<file path="config.mk">
export PLATFORM = sky130hd
export DESIGN_NAME = dm_arbiter
export DESIGN_NICKNAME = d
export VERILOG_FILES = /design/src/rtl/dm_arbiter.sv
export SDC_FILE = /design/constraint.sdc
export NUM_CORES = 1
export LEC_CHECK = 0
export BUFFER_PORTS_ARGS = -buffer_cell sky130_fd_sc_hd__buf_4
export CORE_AREA = 5 5 117 119
export DETAILED_ROUTE_END_ITERATION = 6
export DIE_AREA = 0 0 122 124
export PLACE_DENSITY_LB_ADDON = 0.12
export SLEW_MARGIN = 40
export SYNTH_ARGS = -nofsm -noshare
export SYNTH_HDL_FRONTEND = slang
export SYNTH_SLANG_ARGS = --single-unit
</file>
<file path="constraint.sdc">
create_clock -name clk -period 5.4 [get_ports clk]
set_clock_uncertainty 0.1 [all_clocks]
set_input_delay 0 -clock clk [delete_from_list [all_inputs] [get_ports clk]]
set_output_delay 0 -clock clk [all_outputs]
set_load 0.02 [all_outputs]
</file>
<file path="src/rtl/dm_arbiter.sv">
// dm_arbiter: shares the single data-memory port between the M-stage CPU access and an external requester
// Ports:
//   clk, reset                  clock; asynchronous active-high reset
//   cpu_req/we/be/addr/wd       M-stage access; cpu_rd returns dm_rd, cpu_stall freezes the pipeline
//   ext_req/lock/we/be/addr/wd  external access; ext_lock asks for back-to-back ownership
//   ext_gnt                     ext transaction issued this cycle
//   ext_done/err/rd             registered completion pulse, range error, read data
//   dm_we/be/addr/wd, dm_rd     data memory port (combinational read)
module dm_arbiter #(
    parameter int MAX_EXT_BURST = 4,
    parameter int DM_WORDS = 3072
) (
    input  logic        clk,
    input  logic        reset,
    input  logic        cpu_req,
    input  logic        cpu_we,
    input  logic [3:0]  cpu_be,
    input  logic [31:0] cpu_addr,
    input  logic [31:0] cpu_wd,
    output logic [31:0] cpu_rd,
    output logic        cpu_stall,
    input  logic        ext_req,
    input  logic        ext_lock,
    input  logic        ext_we,
    input  logic [3:0]  ext_be,
    input  logic [31:0] ext_addr,
    input  logic [31:0] ext_wd,
    output logic        ext_gnt,
    output logic        ext_done,
    output logic        ext_err,
    output logic [31:0] ext_rd,
    output logic        dm_we,
    output logic [3:0]  dm_be,
    output logic [31:0] dm_addr,
    output logic [31:0] dm_wd,
    input  logic [31:0] dm_rd
);
    localparam int BW = $clog2(MAX_EXT_BURST + 1);
    typedef enum logic {CPU, EXT} owner_t;
    owner_t last_owner;
    logic [BW-1:0] burst_cnt;
    logic ext_win, cpu_gnt, oor, ext_ok;
    // ext keeps the port while locked and under its burst budget, otherwise strict alternation
    always_comb begin
        ext_win = ext_req & (~cpu_req | last_owner == CPU |
                  (ext_lock & last_owner == EXT & burst_cnt < BW'(MAX_EXT_BURST)));
        ext_gnt = ext_win & ~reset;
        cpu_gnt = cpu_req & ~ext_win & ~reset;
        oor = ext_addr >= 32'(DM_WORDS * 4);
        ext_ok = ext_gnt & ~oor;
        cpu_stall = cpu_req & ~cpu_gnt;
        cpu_rd = dm_rd;
        dm_we = cpu_gnt ? cpu_we : ext_ok & ext_we;
        dm_be = cpu_gnt ? cpu_be : ext_ok ? ext_be : 4'b0;
        dm_addr = ext_gnt ? ext_addr : cpu_addr;
        dm_wd = ext_gnt ? ext_wd : cpu_wd;
    end
    always_ff @(posedge clk or posedge reset) begin
        if (reset) begin
            last_owner <= EXT;
            burst_cnt <= '0;
            ext_done <= 1'b0;
            ext_err <= 1'b0;
            ext_rd <= '0;
        end else begin
            ext_done <= ext_gnt;
            ext_err <= ext_gnt & oor;
            if (ext_gnt) ext_rd <= oor ? 32'h0 : dm_rd;
            if (cpu_gnt) begin
                last_owner <= CPU;
                burst_cnt <= '0;
            end else if (ext_gnt) begin
                last_owner <= EXT;
                burst_cnt <= last_owner == CPU ? BW'(1) :
                             burst_cnt == BW'(MAX_EXT_BURST) ? burst_cnt : burst_cnt + BW'(1);
            end
        end
    end
endmodule

</file>
# Yosys cells after proc, flatten, opt, wreduce, memory -nomap -nowiden
# Index checks and enable logic that the tools add are counted.
# op_classes
add_sub_neg	1
order_cmp	2
eq_ne	2
muxes	12
n_bitwise	18
reduce_logical	2
# op_table
op	count
two-way mux 32 bit	3
greater-or-equal comparator 32 x 14 -> 1 bit, second input constant	1
two-way mux 3 bit	4
bitwise AND 1 bit	10
two-way mux 4 bit	2
inverter 1 bit	6
adder 3 x 1 -> 3 bit, second input constant	1
equality test 3 bit, second input constant	1
< comparator 3 bit, second input constant	1
two-way mux 1 bit	3
inequality test 3 bit, second input constant	1
bitwise OR 1 bit	2
AND reduction 2 bit	1
nonzero test 2 bit	1
# word_totals
register_bits	38
out_inout_bits	137

# Depth between registers and ports, before layout
# Gate-level depths: netlist of run 1.
# depth
word_depth	9
mapped_depth	7
mapped_depth_nobuf	6

# Worst setup path after synthesis of run 1
# Ideal clock, no wire load.
# synth_timing
path_type	register -> register
startpoint	register burst_cnt[2]
endpoint	register ext_err
setup_ns	0.065
arrival_time_ns	1.713
required_time_ns	5.235
path_slack_ns	3.522
path_stages_with_launch	8
path_buffers	3
synth_period_minus_slack_ns	1.878
path_cell_list	dfrtp_1 > nand2b_1 > a311o_1 > buf_2 > buf_2 > buf_2 > inv_1 > o21a_1
# synth_via
elab_chain_len	6
# synth_lines
item	line	text
from (decl)	41	logic [BW-1:0] burst_cnt;
from (signal assigned)	74	burst_cnt <= last_owner == CPU ? BW'(1) :
< comparator 3 bit	46	(ext_lock & last_owner == EXT & burst_cnt < BW'(MAX_EXT_BURST)));
bitwise AND 1 bit	46	
bitwise OR 1 bit	45	ext_win = ext_req & (~cpu_req | last_owner == CPU |
bitwise AND 1 bit	45	
bitwise AND 1 bit	47	ext_gnt = ext_win & ~reset;
named net ext_gnt	28	output logic ext_gnt,
bitwise AND 1 bit	67	ext_err <= ext_gnt & oor;
to (signal assigned)	67	
to (decl)	30	output logic ext_err,
# The timed path passes the listed nets, and every way through them passes these cells.
# A chain may end at the register's enable or synchronous reset.

# Worst setup path in the final report of run 1
# layout_timing
startpoint	register burst_cnt[2]
endpoint	output dm_wd[28]
# layout_via
elab_chain_len	6
# layout_lines
item	line	text
< comparator 3 bit	46	
bitwise AND 1 bit	46	
bitwise OR 1 bit	45	
bitwise AND 1 bit	45	
bitwise AND 1 bit	47	
two-way mux 32 bit	56	dm_wd = ext_gnt ? ext_wd : cpu_wd;
to (decl)	35	output logic [31:0] dm_wd,
# Every way passes these cells.

==> out/qor.yml, run 1 <==
outcome:
  outcome: "complete, no violations"
drt:
  postRouteAntennaNets: 0
  first_iter_violations: 99
  num_vias: 2948
  detail_route.vias_per_cell: 4.18
  post_drt_wl_per_cell_um: 18.1
  detail_route.wirelength_um: 12800
  route.detailed.drc: 0
  firstDrtPassIters: 4
final_layout:
  area.growth.synth_to_final_pct: 106
  area_of_all_placed_cells_without_fillers_sq_mm: 0.00529
  fill_cells: 1253
  layout_commonest_cell: "sky130_fd_sc_hd__buf_4"
  layout.cells.most_common_list: "sky130_fd_sc_hd__buf_4, sky130_fd_sc_hd__mux2_2, sky130_fd_sc_hd__a22o_1, sky130_fd_sc_hd__dfrtp_1, sky130_fd_sc_hd__dlygate4sd3_1"
  drive_above_1_share_pct: 73.0
  final_nets: 709
  final_standard_cell_utilization_of_the_core_pct: 42.5
  final-instance-count-excl-fill: 705
  diodes: 0
clocking:
  cts_max_level: 2
  ctsRootBufferMaster: "sky130_fd_sc_hd__clkbuf_16"
  cts_buffers: 5
  cts_buffer_depth: 2
  tritoncts: "built"
  cts.clk_slew.worst_paths_ns: 0.06
  clkLatencyLatePin_ns: 0.27
  clock_sinks: 38
floorplanning:
  die_w_um: 122
  floorplan.initialDensity_pct: 20.6
  die_footprint_sq_mm: 0.0151
  dieHeight_um: 124
  floorplan.rows: 41
  top_level_ports: 312
  placeableCoreArea_sq_mm: 0.0125
sta:
  timing.final.ws_setup_ns: 2.62
  worstMarginPinSlew_ns: 0.666
  final_hold_viol_count: 0
  period_share_pct: 51.4
  fin_worst_hold_slack_ns: 0.0388
  final.min_clock_period_ns: 2.78
  fmax_ghz: 0.360
  tns_ns: 0
  maxSlewViolCount: 0
  grt_setup_unrepaired: "false"
  worst_slew_margin_rel_pct: 55.6
  timing.final.setup_violations: 0
synthesis:
  library_cell_with_the_largest_summed_area_after_synthesis: "sky130_fd_sc_hd__dfrtp_1"
  ys_ff_latch: 38
  synth.yosys.warnings: 0
  synth_largest_type_area_fraction_pct: 36.1
  syn_avg_cell_area_sq_um: 11.4
  synth_seq_area_share_pct: 37.1
  synth_area_sq_mm: 0.00256
  synth_area_leaders: "sky130_fd_sc_hd__dfrtp_1, sky130_fd_sc_hd__mux2_2, sky130_fd_sc_hd__a22o_1, sky130_fd_sc_hd__buf_4, sky130_fd_sc_hd__buf_2"
  synthCells: 224
  synth.lib_cells_used.distinct: 29
  synthesis.nets: 401
placement:
  io_buffers: 311
  placement.setup.worst_slack_ns: 2.66
  post_dp_cell_area_sq_mm: 0.00481
  gp_congestion: 0.782
  dpl.hpwl_um: 10700
  dp_cells: 664
setup_path:
  crit_required_ns: 5.30
  cp_slowest_cell: "sky130_fd_sc_hd__a311o_2"
  path_cells: "nand2b_1 > a311o_2 > buf_6 > mux2_2 > buf_4"
  max_stage_delay_ns: 0.62
  cp.arrival_ns: 2.68
  timing.reg2reg.setup_slack_ns: 2.83
  critical_path_class: "register to output port"
  sort_of_element_at_the_start_of_the_critical_path: "register"
  path_max_fanout: 70
  worst_setup_path_end_kind: "output port"
job:
  count_of_maximum_capacitance_violations: 0
global_route:
  grt_overflow: 0
  first_pass_grt_wire_length_um: 18000
  initial_antenna_violation_count: 0
  first_global_vias: 3318
  grt.total_usage_pct: 15.5
  largest_net_degree_at_the_start_of_global_routing: 71
min_path:
  hold_crit_path_type: "input pin to register"
power:
  p_leak_nw: 2.77
  cellPowerDensity_mw_per_mm2: 188
  fin_total_pwr_mw: 0.993
  irDropWorstVdd_v: 0.0000888
-- what timing repair did --
item	CTS	global route
hold buffers	33	0
endpoints found under the hold margin	72	0
resized for setup	0	0
setup buffers	0	0
-- final cells by class --
cell class,count,area [sq um],share of cell area [%]
Sequential cell,38,952,18.0
Inverter,6,22.5,0.425
Clock buffer,7,143,2.69
Multi-Input combinational cell,134,1260,23.9
Clock inverter,1,5.00,0.0945
Tap cell,172,215,4.07
Timing Repair Buffer,347,2690,50.8
-- per-layer routing --
layer | GRT usage (%) | vias up | part of all wire [%]
met2 | 29.7 | 144 | 56
met5 | 0 | - | 0
met3 | 6.04 | 6 | 10
met4 | 2.94 | 0 | 0.75
met1 | 16.0 | 1382 | 33
li1 | - | 1416 | -
-- cell usage after synthesis --
| master | n |
|---|---|
| sky130_fd_sc_hd__nand2_1 | 2 |
| sky130_fd_sc_hd__nand2b_1 | 2 |
| sky130_fd_sc_hd__nand4_1 | 1 |
| sky130_fd_sc_hd__mux2_2 | 64 |
| sky130_fd_sc_hd__nor4_1 | 3 |
| sky130_fd_sc_hd__o21ai_0 | 4 |
| sky130_fd_sc_hd__nand3_1 | 2 |
| sky130_fd_sc_hd__dfrtp_1 | 37 |
| sky130_fd_sc_hd__and3b_1 | 1 |
| sky130_fd_sc_hd__o21a_1 | 1 |
| sky130_fd_sc_hd__a31o_2 | 1 |
| sky130_fd_sc_hd__nor2_1 | 3 |
| sky130_fd_sc_hd__buf_6 | 3 |
| sky130_fd_sc_hd__and2_1 | 1 |
| sky130_fd_sc_hd__ha_1 | 2 |
| sky130_fd_sc_hd__buf_4 | 32 |
| sky130_fd_sc_hd__buf_1 | 1 |
| sky130_fd_sc_hd__a311o_1 | 1 |
| sky130_fd_sc_hd__buf_2 | 8 |
| sky130_fd_sc_hd__inv_1 | 6 |
| sky130_fd_sc_hd__nor2b_1 | 1 |
| sky130_fd_sc_hd__a22o_1 | 37 |
| sky130_fd_sc_hd__nor3_4 | 1 |
| sky130_fd_sc_hd__or4_1 | 1 |
| sky130_fd_sc_hd__o41ai_1 | 1 |
| sky130_fd_sc_hd__a21oi_1 | 4 |
| sky130_fd_sc_hd__dfstp_2 | 1 |
| sky130_fd_sc_hd__clkbuf_1 | 2 |
| sky130_fd_sc_hd__a211oi_1 | 1 |
-- power breakdown --
| part | switching (mW) | internal [mW] |
|---|---|---|
| Combinational | 0.179 | 0.219 |
| Clock | 0.108 | 0.183 |
| Sequential | 0.00899 | 0.295 |
| Total | 0.295 | 0.697 |
-- cell families (layout without fill, tap and decap cells) --
| logic type | count (synthesis) | after routing | synth area share (%) |
|---|---|---|---|
| AOI/OAI and AO/OA | 50 | 50 | 15.9 |
| buffers and inverters | 52 | 361 | 13.6 |
| muxes | 64 | 64 | 28.1 |
| adders and majority gates | 2 | 2 | 0.976 |
| DFF | 38 | 38 | 37.1 |
| and+or+nand+nor | 18 | 18 | 4.34 |
-- worst paths after layout --
kind | start | to | cells past startpoint
min reg2reg | ext_rd[31] | ext_rd[31] | 1
max in group asynchronous | reset | last_owner | 4
max reg2reg | burst_cnt[2] | ext_rd[18] | 5
min in group asynchronous | reset | ext_done | 3
min | cpu_req | burst_cnt[0] | 4
max | burst_cnt[2] | dm_wd[28] | 5
-- critical path: cells and delay by family, from the launching register on --
kind                   cells  cell delay [ns]
AOI/OAI and AO/OA          1             0.62
DFF                        1             0.42
buffers and inverters      2             0.72
muxes                      1             0.41
and+or+nand+nor            1             0.15
-- sequential cells by signal (all words and copies together) (netlist names) --
register	flops
ext_rd	32
burst_cnt	3
ext_err	1
last_owner	1
ext_done	1
No activity file was read; power rests on OpenSTA's default activity.
==> inputs of run 2 (changes only) <==
clock period = 2.4 ns   (was 5.4 ns; I/O delays follow)
==> run 2 against run 1 <==
  * Total power is 120% higher
  * Critical endpoint is now dm_be[2]
  * Non-clock buffer count is 4 higher
  * Die area stayed put
==> out/qor.yml, run 2 (synthesized netlist as in run 1, its figures left out) <==
placement:
  dp_cells: 668  # +0.60%
  io_buffers: 311  # unchanged
  gp_congestion: 0.840  # +7.5%
  dpl.hpwl_um: 10700  # +0.14%
  post_dp_cell_area_sq_mm: 0.00485  # +0.88%
  placement.setup.worst_slack_ns: 0.411  # -2.25 ns
drt:
  first_iter_violations: 54  # -45%
  post_drt_wl_per_cell_um: 17.9  # -1.3%
  detail_route.vias_per_cell: 4.16  # -0.63%
  route.detailed.drc: 0  # unchanged
  postRouteAntennaNets: 0  # unchanged
  detail_route.wirelength_um: 12700  # -0.92%
  num_vias: 2942  # -0.20%
  firstDrtPassIters: 4  # unchanged
sta:
  maxSlewViolCount: 0  # unchanged
  worst_slew_margin_rel_pct: 69.1  # +13 points
  final.min_clock_period_ns: 2.27
  fmax_ghz: 0.441
  period_share_pct: 94.4
  timing.final.setup_violations: 0  # unchanged
  timing.final.ws_setup_ns: 0.134  # -2.49 ns
  final_hold_viol_count: 0  # unchanged
  grt_setup_unrepaired: "false"
  tns_ns: 0  # unchanged
  worstMarginPinSlew_ns: 0.463  # -0.202 ns
final_layout:
  final-instance-count-excl-fill: 708  # +0.43%
  final_nets: 713  # +0.56%
  registers.top_by_ff_count: "ext_rd"
  layout_commonest_cell: "sky130_fd_sc_hd__buf_4"
  multi_input_gate_area_sq_mm: 0.00126  # unchanged
  reg.largest.list: "ext_rd (32), burst_cnt (3)"
  final_standard_cell_utilization_of_the_core_pct: 42.7  # +0.21 points
  fill_cells: 1256  # +0.24%
  diodes: 0  # unchanged
  area_of_all_placed_cells_without_fillers_sq_mm: 0.00532  # +0.50%
  flip_flop_count_of_the_largest_register_all_copies_and_words_added: 32  # unchanged
  final-seq-area_sq_um: 952  # unchanged
  area.growth.synth_to_final_pct: 108
  layout.cells.most_common_list: "sky130_fd_sc_hd__buf_4, sky130_fd_sc_hd__mux2_2, sky130_fd_sc_hd__a22o_1, sky130_fd_sc_hd__dfrtp_1, sky130_fd_sc_hd__dlygate4sd3_1"
  drive_above_1_share_pct: 73.5  # +0.52 points
job:
  count_of_maximum_capacitance_violations: 0  # unchanged
clocking:
  cts_buffer_depth: 2  # unchanged
  cts.clk_slew.worst_paths_ns: 0.06  # about the same
  tritoncts: "built"
  ctsRootBufferMaster: "sky130_fd_sc_hd__clkbuf_16"
  cts_max_level: 2  # unchanged
  clock_sinks: 38  # unchanged
  clkLatencyLatePin_ns: 0.27  # about the same
  cts_buffers: 5  # unchanged
  post_cts.repair.setup_buffers: 0  # unchanged
  cts_resized: 0  # unchanged
setup_path:
  crit_required_ns: 2.30  # -3.00 ns
  ff2ff_path_depth: 5  # unchanged
  cpLargestDelayFamily: "compound AO/OA/AOI/OAI gates"
  path_max_fanout: 24  # -66%
  timing.reg2reg.setup_slack_ns: 0.48  # -2.35 ns
  critical_path_class: "register to output port"
  max_stage_delay_ns: 0.45  # -0.17 ns
  cp_slowest_cell: "sky130_fd_sc_hd__a311o_2"
  r2r-start: "burst_cnt[2]"
  sort_of_element_at_the_start_of_the_critical_path: "register"
  critical_path.n_buffers_inverters: 2  # unchanged
  worstReg2RegEnd: "ext_rd[18]"
  most_used_cell_along_the_critical_path: "sky130_fd_sc_hd__buf_4"
  worst_setup_path_end_kind: "output port"
  cp.arrival_ns: 2.17  # -0.51 ns
  path_cells: "nand2b_1 > a311o_2 > nor3_4 > buf_4 > a22o_1 > buf_4"
floorplanning:
  die_w_um: 122  # unchanged
  floorplan.initialDensity_pct: 20.6  # unchanged
  die_footprint_sq_mm: 0.0151  # unchanged
  placeableCoreArea_sq_mm: 0.0125  # unchanged
  dieHeight_um: 124  # unchanged
  floorplan.rows: 41  # unchanged
  top_level_ports: 312  # unchanged
power:
  p_leak_nw: 2.79  # +0.59%
  cellPowerDensity_mw_per_mm2: 413  # +120%
  irDropWorstVdd_v: 0.000270  # +200%
global_route:
  grt.total_usage_pct: 15.4  # -0.13 points
  initial_antenna_violation_count: 0  # unchanged
  first_global_vias: 3271  # -1.4%
  first_pass_grt_wire_length_um: 17900  # -0.61%
  grt_overflow: 0  # unchanged
  largest_net_degree_at_the_start_of_global_routing: 35  # -51%
min_path:
  hold_path_depth: 4  # unchanged
  hold_crit_path_type: "input pin to register"
  capture_endpoint_of_the_worst_hold_path: "burst_cnt[1]"
  worst_hold_startpoint: "cpu_req"
outcome:
  outcome: "complete, no violations"
run 2: repair_timing:
item                                    CTS  global route
hold buffers                             33             0
hold endpoints to repair                 53             0
endpoints found under the setup margin    0             0
run 2: layer usage:
metal,share of wire (%),track usage (%),vias to the layer above
met5,0,0,-
met4,1.2,3.71,0
met3,9.9,5.99,10
met2,57,30.0,144
met1,32,15.2,1366
li1,-,-,1422
run 2: worst register-to-register path, cell delays in order, from the launching register on:
cell                       delay, ns
sky130_fd_sc_hd__dfrtp_1        0.42
sky130_fd_sc_hd__nand2b_1       0.18
sky130_fd_sc_hd__a311o_2        0.45
sky130_fd_sc_hd__nor3_4         0.20
sky130_fd_sc_hd__buf_4          0.30
sky130_fd_sc_hd__a22o_1         0.20
run 2: final cells by class:
| type | count | share of cell area (%) |
|---|---|---|
| Clock inverter | 2 | 0.188 |
| Multi-Input combinational cell | 134 | 23.8 |
| Timing Repair Buffer | 351 | 51.3 |
| Sequential cell | 38 | 17.9 |
| Clock buffer | 5 | 2.35 |
| Inverter | 6 | 0.423 |
| Tap cell | 172 | 4.05 |
run 2: power breakdown:
group          internal, mW  switching [mW]  leakage, nW
Combinational         0.499           0.404         2.19
Sequential            0.664          0.0204        0.523
Clock                 0.374           0.235       0.0694
run 2: worst max path at each step:
stage | endpoint | from | slack (ns) | cells past startpoint
6_report | dm_be[2] | burst_cnt[2] | 0.13 | 6
5_1_grt | dm_be[2] | burst_cnt[2] | 0.001 | 6
4_1_cts | dm_be[2] | burst_cnt[2] | 0.10 | 6
3_5_place_dp | dm_be[2] | burst_cnt[2] | 0.41 | 6
3_3_place_gp | dm_be[1] | burst_cnt[2] | 0.46 | 6
2_1_floorplan | ext_err | burst_cnt[2] | 0.52 | 7
run 2: stage by stage:
stage / power [mW] / hold slack [ns]
finish: 2.20 / 0.0417
floorplan: 1.14 / -0.0000617
detailed placement: 1.56 / -0.00355
global route: 2.31 / 0.0638
global placement: 1.56 / 0.110
CTS: 2.24 / 0.0320
